### src/rtl/ram_burst_master.sv
// Burst command sequencer for one port of a dual-port RAM: write bursts from a
// valid/ready stream, read bursts back out through a 2-entry skid FIFO.
// Optional: define RAM_BURST_STALL_CNT_EN to add the 16-bit stall_cnt output.
module ram_burst_master #(
  parameter int DATA_WIDTH    = 8,
  parameter int ADDRESS_WIDTH = 3
) (
  input  logic                     clk,
  input  logic                     rst,
  input  logic                     cmd_valid,
  output logic                     cmd_ready,
  input  logic                     cmd_write,
  input  logic [ADDRESS_WIDTH-1:0] cmd_addr,
  input  logic [ADDRESS_WIDTH:0]   cmd_len,
  input  logic                     wr_valid,
  output logic                     wr_ready,
  input  logic [DATA_WIDTH-1:0]    wr_data,
  output logic                     rd_valid,
  input  logic                     rd_ready,
  output logic [DATA_WIDTH-1:0]    rd_data,
  output logic                     done,
  output logic                     busy,
  output logic                     ram_en,
  output logic                     ram_we,
  output logic [ADDRESS_WIDTH-1:0] ram_addr,
  output logic [DATA_WIDTH-1:0]    ram_din,
  input  logic [DATA_WIDTH-1:0]    ram_dout
`ifdef RAM_BURST_STALL_CNT_EN
  ,
  output logic [15:0]              stall_cnt
`endif
);

  typedef enum logic [1:0] {S_IDLE, S_WRITE, S_READ, S_DONE} state_t;

  state_t                   state, state_nxt;
  logic [ADDRESS_WIDTH-1:0] cur;
  logic [ADDRESS_WIDTH:0]   rem;
  logic                     inflight;
  logic [DATA_WIDTH-1:0]    fifo [2];
  logic                     rd_ptr, wr_ptr;
  logic [1:0]               fifo_cnt;
  logic [ADDRESS_WIDTH-1:0] addr_q;
  logic [DATA_WIDTH-1:0]    din_q;
  logic                     accept, wr_fire, issue, pop, push;
  logic [2:0]               occ;

  always_comb begin
    cmd_ready = (state == S_IDLE) && !rst;
    accept    = cmd_valid && cmd_ready;
    busy      = (state != S_IDLE);
    done      = (state == S_DONE);
    wr_ready  = (state == S_WRITE) && (rem != '0) && !rst;
    wr_fire   = wr_valid && wr_ready;
    rd_valid  = (fifo_cnt != 2'd0);
    rd_data   = fifo[rd_ptr];
    pop       = rd_valid && rd_ready;
    push      = inflight;
    // A read may issue only if its data is sure to find a FIFO slot when it lands.
    occ       = {1'b0, fifo_cnt} + {2'b00, inflight};
    issue     = !rst && (state == S_READ) && (rem != '0) && (occ < (3'd2 + {2'b00, pop}));
    ram_en    = wr_fire || issue;
    ram_we    = wr_fire;
    ram_addr  = ram_en ? cur : addr_q;
    ram_din   = wr_fire ? wr_data : din_q;
  end

  always_comb begin
    state_nxt = state;
    case (state)
      S_IDLE:  if (accept) begin
                 if (cmd_len == '0)  state_nxt = S_DONE;
                 else if (cmd_write) state_nxt = S_WRITE;
                 else                state_nxt = S_READ;
               end
      S_WRITE: if (wr_fire && rem == (ADDRESS_WIDTH+1)'(1)) state_nxt = S_DONE;
      S_READ:  if (rem == '0 && !inflight && fifo_cnt == 2'd1 && pop) state_nxt = S_DONE;
      S_DONE:  state_nxt = S_IDLE;
      default: state_nxt = S_IDLE;
    endcase
  end

  always_ff @(posedge clk) begin
    if (rst) state <= S_IDLE;
    else     state <= state_nxt;
  end

  always_ff @(posedge clk) begin
    if (rst) begin
      cur      <= '0;
      rem      <= '0;
      inflight <= 1'b0;
      rd_ptr   <= 1'b0;
      wr_ptr   <= 1'b0;
      fifo_cnt <= 2'd0;
      addr_q   <= '0;
      din_q    <= '0;
    end else begin
      if (accept) begin
        cur <= cmd_addr;
        rem <= cmd_len;
      end else if (ram_en) begin
        cur <= cur + ADDRESS_WIDTH'(1);
        rem <= rem - (ADDRESS_WIDTH+1)'(1);
      end
      inflight <= issue;
      if (push) wr_ptr <= ~wr_ptr;
      if (pop)  rd_ptr <= ~rd_ptr;
      fifo_cnt <= fifo_cnt + {1'b0, push} - {1'b0, pop};
      if (ram_en)  addr_q <= cur;
      if (wr_fire) din_q  <= wr_data;
    end
  end

  // RAM data is valid the cycle after issue; capture it as it arrives.
  always_ff @(posedge clk) begin
    if (!rst && push) fifo[wr_ptr] <= ram_dout;
  end

`ifdef RAM_BURST_STALL_CNT_EN
  always_ff @(posedge clk) begin
    if (rst || accept)
      stall_cnt <= 16'd0;
    else if ((((state == S_READ) && rd_valid && !rd_ready) ||
              ((state == S_WRITE) && !wr_valid && rem != '0)) && stall_cnt != 16'hFFFF)
      stall_cnt <= stall_cnt + 16'd1;
  end
`endif

endmodule

### config.mk
export PLATFORM = sky130hd
export DESIGN_NAME = ram_burst_master
export DESIGN_NICKNAME = d
export VERILOG_FILES = /design/src/rtl/ram_burst_master.sv
export SDC_FILE = /design/constraint.sdc
export NUM_CORES = 1
export LEC_CHECK = 0
export ABC_CLOCK_PERIOD_IN_PS = 4500
export CORE_UTILIZATION = 50
export DETAILED_ROUTE_END_ITERATION = 6
export PLACE_DENSITY = 0.8
export SETUP_SLACK_MARGIN = 0.4
export SYNTH_ARGS = -nofsm -noshare
export SYNTH_HDL_FRONTEND = slang
export SYNTH_SLANG_ARGS = --single-unit
### constraint.sdc
create_clock -name clk -period 4.5 [get_ports clk]
set_clock_uncertainty 0.05 [all_clocks]
set_input_delay 0.9 -clock clk [delete_from_list [all_inputs] [get_ports clk]]
set_output_delay 0.9 -clock clk [all_outputs]
set_load 0.01 [all_outputs]
# [Word level (Yosys, flattened, before mapping)]
# Memory sizes are Yosys's and may differ from the RTL's. A register that Yosys moved wholly into a read port is not among the register bits.
# Index checks and enable logic that the tools add are counted.
[word_totals] mem_bits_rw=16 n_memories=1 word_cells=68 regBits=25
[mem_list] name="fifo" words=2 width=8 rd=1 rd_ports_with_merged_regs=1 write_ports=1 line_no="40" text="logic [DATA_WIDTH-1:0] fifo [2];"
[classes] n_mux=16 eq_ne=8 n_lt_le_gt_ge=1 reduce_logical=25 add_sub_neg=6 n_bitwise=2
[ops] op="$logic_and A1 B1 Y1" n=14
[ops] op="$mux W2" n=5
[ops] op="$mux W3" n=3
[ops] op="$logic_not A4 Y1" n=2
[ops] op="$mux W4" n=2
[ops] op="$mux W8" n=1
[ops] op="$pmux W2 S4" n=1
[ops] op="$reduce_bool A2 Y1" n=3
[ops] op="$eq A2 B1 Y1 const B" n=2
[ops] op="$eq A2 B2 Y1 const B" n=2
[ops] op="$eq A4 B1 Y1 const B" n=1
[ops] op="$mux W1" n=4
[ops] op="$ne A2 B1 Y1 const B" n=2
[ops] op="$reduce_bool A4 Y1" n=1
[ops] op="$sub A4 B1 Y4 const B" n=1
[ops] op="$add A2 B1 Y3" n=1
[ops] op="$add A2 B1 Y3 const A" n=1
[ops] op="$add A3 B1 Y3 const B" n=1
[ops] op="$lt A3 B3 Y1" n=1
[ops] op="$reduce_and A3 Y1" n=1
[ops] op="$add A2 B1 Y2" n=1
[ops] op="$logic_not A1 Y1" n=2
[ops] op="$logic_not A2 Y1" n=1
[ops] op="$ne A2 B2 Y1 const B" n=1
[ops] op="other kinds (3)" n=4

# [Depth between registers and ports, before layout]
[depth] depth_word=8 ltp_mapped=8 ltp_nobuf=8

# [Least setup slack after synthesis]
# OpenSTA, ideal clock, no wires.
[synth_timing] kind="in2out" start="input port rst" end="output port ram_din[0]" stages=4 setup_slack_ns=1.641 t_arrival_ns=1.909 path_cell_list="buf_2 > nor3_2 > buf_6 > mux2_2"
[synth_via] elab_chain_cells=4
[synth_lines] element="start, declared" line_no="9" text="input logic rst,"
[synth_lines] element="$logic_not A1 Y1" line_no="53" text="wr_ready = (state == S_WRITE) && (rem != '0) && !rst;"
[synth_lines] element="$logic_and A1 B1 Y1" line_no="53"
[synth_lines] element="$logic_and A1 B1 Y1" line_no="54" text="wr_fire = wr_valid && wr_ready;"
[synth_lines] element="named net ram_we" line_no="24" text="output logic ram_we,"
[synth_lines] element="$mux W8"
[synth_lines] element="end, declared" line_no="26" text="output logic [DATA_WIDTH-1:0] ram_din,"
# The timed path passes the listed nets, and every way through them passes these cells.

# [Worst setup path after layout]
[layout_timing] start="input port rd_ready" end="output port ram_addr[0]"
[layout_via] elab_chain_cells=6
[layout_lines] element="start, declared" line_no="19" text="input logic rd_ready,"
[layout_lines] element="$logic_and A1 B1 Y1" line_no="57" text="pop = rd_valid && rd_ready;"
[layout_lines] element="$add A2 B1 Y3" line_no="61" text="issue = !rst && (state == S_READ) && (rem != '0) && (occ < (3'd2 + {2'b00, pop}));"
[layout_lines] element="$lt A3 B3 Y1" line_no="61"
[layout_lines] element="$logic_and A1 B1 Y1" line_no="61"
[layout_lines] element="$logic_or A1 B1 Y1" line_no="62" text="ram_en = wr_fire || issue;"
[layout_lines] element="$mux W3"
[layout_lines] element="end, declared" line_no="25" text="output logic [ADDRESS_WIDTH-1:0] ram_addr,"
# No other way between the ends.

==> flow_summary_export.csv <==
group,metric,value,unit
clock_network,tritoncts_sinks,42,
route,m1WireLength,1543,um
timing,timing.final.crit_share,0.8501,
yosys,yosys_register_bits,42,
cells_and_area,layout.core_utilization,0.7039,
route,ant_nets,0,
placement,portBuffers,54,
grt,grtUsageTotal,0.1952,
critical_path,crit_path_max_fanout,15,
route,wl_met3,210,um
route,vias,1438,
cells_and_area,drive_gt1_frac,0.1504,
floorplan,die_x,65,um
floorplan,floorplan.die_area,4225,sq um
yosys,synthCells,170,
timing,maxClockFrequency,261.4,MHz
hold_path,holdPathStages,2,
timing,rsz0062_at_grt,"no",
yosys,ys_dominant_reg_cell,"sky130_fd_sc_hd__dfxtp_1",
hold_path,timing.hold.worst_endpoint,"rd_ptr",
floorplan,core_box_area,3744,sq um
grt,pin_count_of_the_biggest_net_entering_global_routing,36,
clock_network,cts.repair_timing.setup_buffer_count,0,
cells_and_area,final_cell_area_excluding_filler_cells,2635,sq um
timing,finalHoldViolations,0,
route,drt_first_pass_iters,4,
hold_path,min_from,"rd_ptr",
timing,slew-limit-headroom,0.2463,
grt,initial_antenna_violation_count,0,
route,wl_met2,1913,um
clock_network,clk-insertion-delay-late,0.29,ns
floorplan,std_cell_rows,22,
yosys,synth_sequential_area_ratio,0.5044,
placement,area_after_dpl,2554,sq um
critical_path,worst-endpoint-required,3.55,ns
yosys,synth_edf_count,16,
critical_path,worstPathArrival,2.88,ns
timing,setup_slack_of_the_critical_path_after_layout,0.6747,ns
clock_network,ctsHoldBuffers,0,
route,route.detailed.wl_per_inst,13.53,um
timing,worstMarginPinSlew,1.128,ns
timing,post-route-min-period,3.825,ns
timing,hold_ws,0.4687,ns
clock_network,clock_root_buffer,"sky130_fd_sc_hd__clkbuf_8",
critical_path,r2r_slack,2.23,ns
power_and_ir_drop,vdd.ir_drop.worst,0.0002311,V
clock_network,cts_resized,0,
run_status,outcome,"complete, no violations",
hold_path,worstHoldPathType,"reg2reg",
placement,dp_hpwl,2857,um
yosys,netlist-cell-type-count,40,
critical_path,critical_path.reg2reg.endpoint,"rem[0]",
power_and_ir_drop,p_leak,1.025,nW
placement,gp_congestion,0.8215,
floorplan,initial_core_utilization,0.5301,
cells_and_area,n_antenna_cell,0,
route,drcViolationCount,0,
route,top_layer,"met4",
cells_and_area,finalNonFillerCells,274,
clock_network,clk_pin_slew,0.07,ns
power_and_ir_drop,power.total,1.115,mW
critical_path,crit_path_end_kind,"output port",
grt,vias_in_the_first_global_route,1442,
yosys,synth_nets,211,
floorplan,die_height,65,um
route,drt_wl_total,3707,um
critical_path,startpoint_type,"input port",
power_and_ir_drop,power-per-cell-area,423.3,nW/um^2
placement,placement.setup.worst_slack,0.6660,ns
yosys,async_reset_ff_frac,0,
route,routed_via_density,5.248,
grt,global_route_total_overflow,0,
critical_path,critPathKind,"in2out",
clock_network,cts_tree,"yes",
floorplan,io_pins,55,
job,timing.max_cap.violations,0,
yosys,synth_area,1984,sq um
route,drt_first_iter_violations,63,
yosys,syn_avg_cell_area,11.67,sq um
cells_and_area,area_growth,32.79,%
clock_network,cts-root-to-sink-buffers,2,
clock_network,total_clock_buffers_created_by_cts,5,
timing,timing.setup.tns,0,ns
critical_path,worst_r2r_path_depth,8,
yosys,synth_warnings,0,
cells_and_area,final_net_count,266,
timing,finalSetupViolCount,0,
critical_path,rr_startpoint,"rem[1]",
timing,final_max_slew_viol_count,0,
clock_network,cts_max_level,2,
placement,dp_cells,266,
grt,grt_first_pass_wirelength,6223,um
-- worst max-delay path by stage --
stage | start | end | slack, ns | depth (start not counted)
floorplan | rst | ram_din[0] | 1.64 | 4
global placement | rd_ready | ram_addr[0] | 0.69 | 6
detailed placement | rd_ready | ram_addr[2] | 0.67 | 6
CTS | rd_ready | ram_addr[0] | 0.66 | 6
global route | rd_ready | ram_addr[1] | 0.56 | 6
finish | rd_ready | ram_addr[0] | 0.67 | 6
-- cell families (layout without fill, tap and decap cells) --
logic type / count (synthesis) / count (layout) / synth area share
simple gates: 57 / 57 / 0.1784
flops: 42 / 42 / 0.5044
mux: 21 / 21 / 0.1179
buf+inv: 20 / 76 / 0.04602
compound gates: 14 / 14 / 0.05991
fa+ha+maj: 12 / 12 / 0.07566
xor+xnor: 4 / 4 / 0.01766
-- critical path: stages --
cell and delay, ns:
sky130_fd_sc_hd__clkdlybuf4s50_1 0.41, sky130_fd_sc_hd__o21ai_1 0.15, sky130_fd_sc_hd__o21ai_1 0.16, sky130_fd_sc_hd__a21oi_4 0.38, sky130_fd_sc_hd__mux2_2 0.39, sky130_fd_sc_hd__clkdlybuf4s50_1 0.48
-- placed cells by master, fill, tap and decap left out, drive strengths merged, types with 4 or more instances in the layout --
cell type	netlist	final
clkdlybuf4s50	0	54
dfxtp	26	26
mux2	19	19
edfxtp	16	16
nor2	12	12
nor2b	12	12
ha	12	12
inv	12	12
clkbuf	4	6
nor3	5	5
or4	4	4
o21ai	4	4
-- cells in the mapped netlist, types with 3 or more instances --
cell type / n / share of area
sky130_fd_sc_hd__dfxtp_1: 26 / 0.26
sky130_fd_sc_hd__mux2_2: 19 / 0.11
sky130_fd_sc_hd__edfxtp_1: 16 / 0.24
sky130_fd_sc_hd__ha_1: 12 / 0.076
sky130_fd_sc_hd__nor2_1: 12 / 0.023
sky130_fd_sc_hd__nor2b_1: 12 / 0.038
sky130_fd_sc_hd__inv_1: 11 / 0.021
sky130_fd_sc_hd__clkbuf_1: 4 / 0.0076
sky130_fd_sc_hd__nor3_1: 4 / 0.010
sky130_fd_sc_hd__or4_1: 4 / 0.015
sky130_fd_sc_hd__a311oi_1: 3 / 0.013
sky130_fd_sc_hd__nand2_1: 3 / 0.0057
sky130_fd_sc_hd__nand2b_1: 3 / 0.0095
sky130_fd_sc_hd__nand3_1: 3 / 0.0076
-- registers in the layout (all words and copies together), names as in the netlist, named ones only --
register  count
fifo_cnt      2
cur           3
state         2
rd_ptr        1
inflight      1
rem           4
addr_q        3
din_q         8
fifo         16
wr_ptr        1
-- cell type report --
type / instances / area [sq um]
clock buffer: 6 / 72.57
clock inverter: 2 / 8.758
fill: 291 / 1109
inverter: 12 / 45.04
multi-input combinational: 108 / 892.1
sequential: 42 / 1001
tap: 48 / 60.06
timing repair buffer: 56 / 555.5
-- per-layer routing --
metal,vias up,GRT usage
met5,-,0
met4,0,0.07500
met3,4,0.04754
met2,48,0.3581
met1,676,0.2132
li1,710,-
-- power by group --
| group | leakage, nW | internal (mW) | switching [mW] |
|---|---|---|---|
| combinational | 0.627 | 0.223 | 0.183 |
| clock | 0.0426 | 0.106 | 0.116 |
| sequential | 0.355 | 0.440 | 0.0466 |
Power figures use the tool's default switching activity.
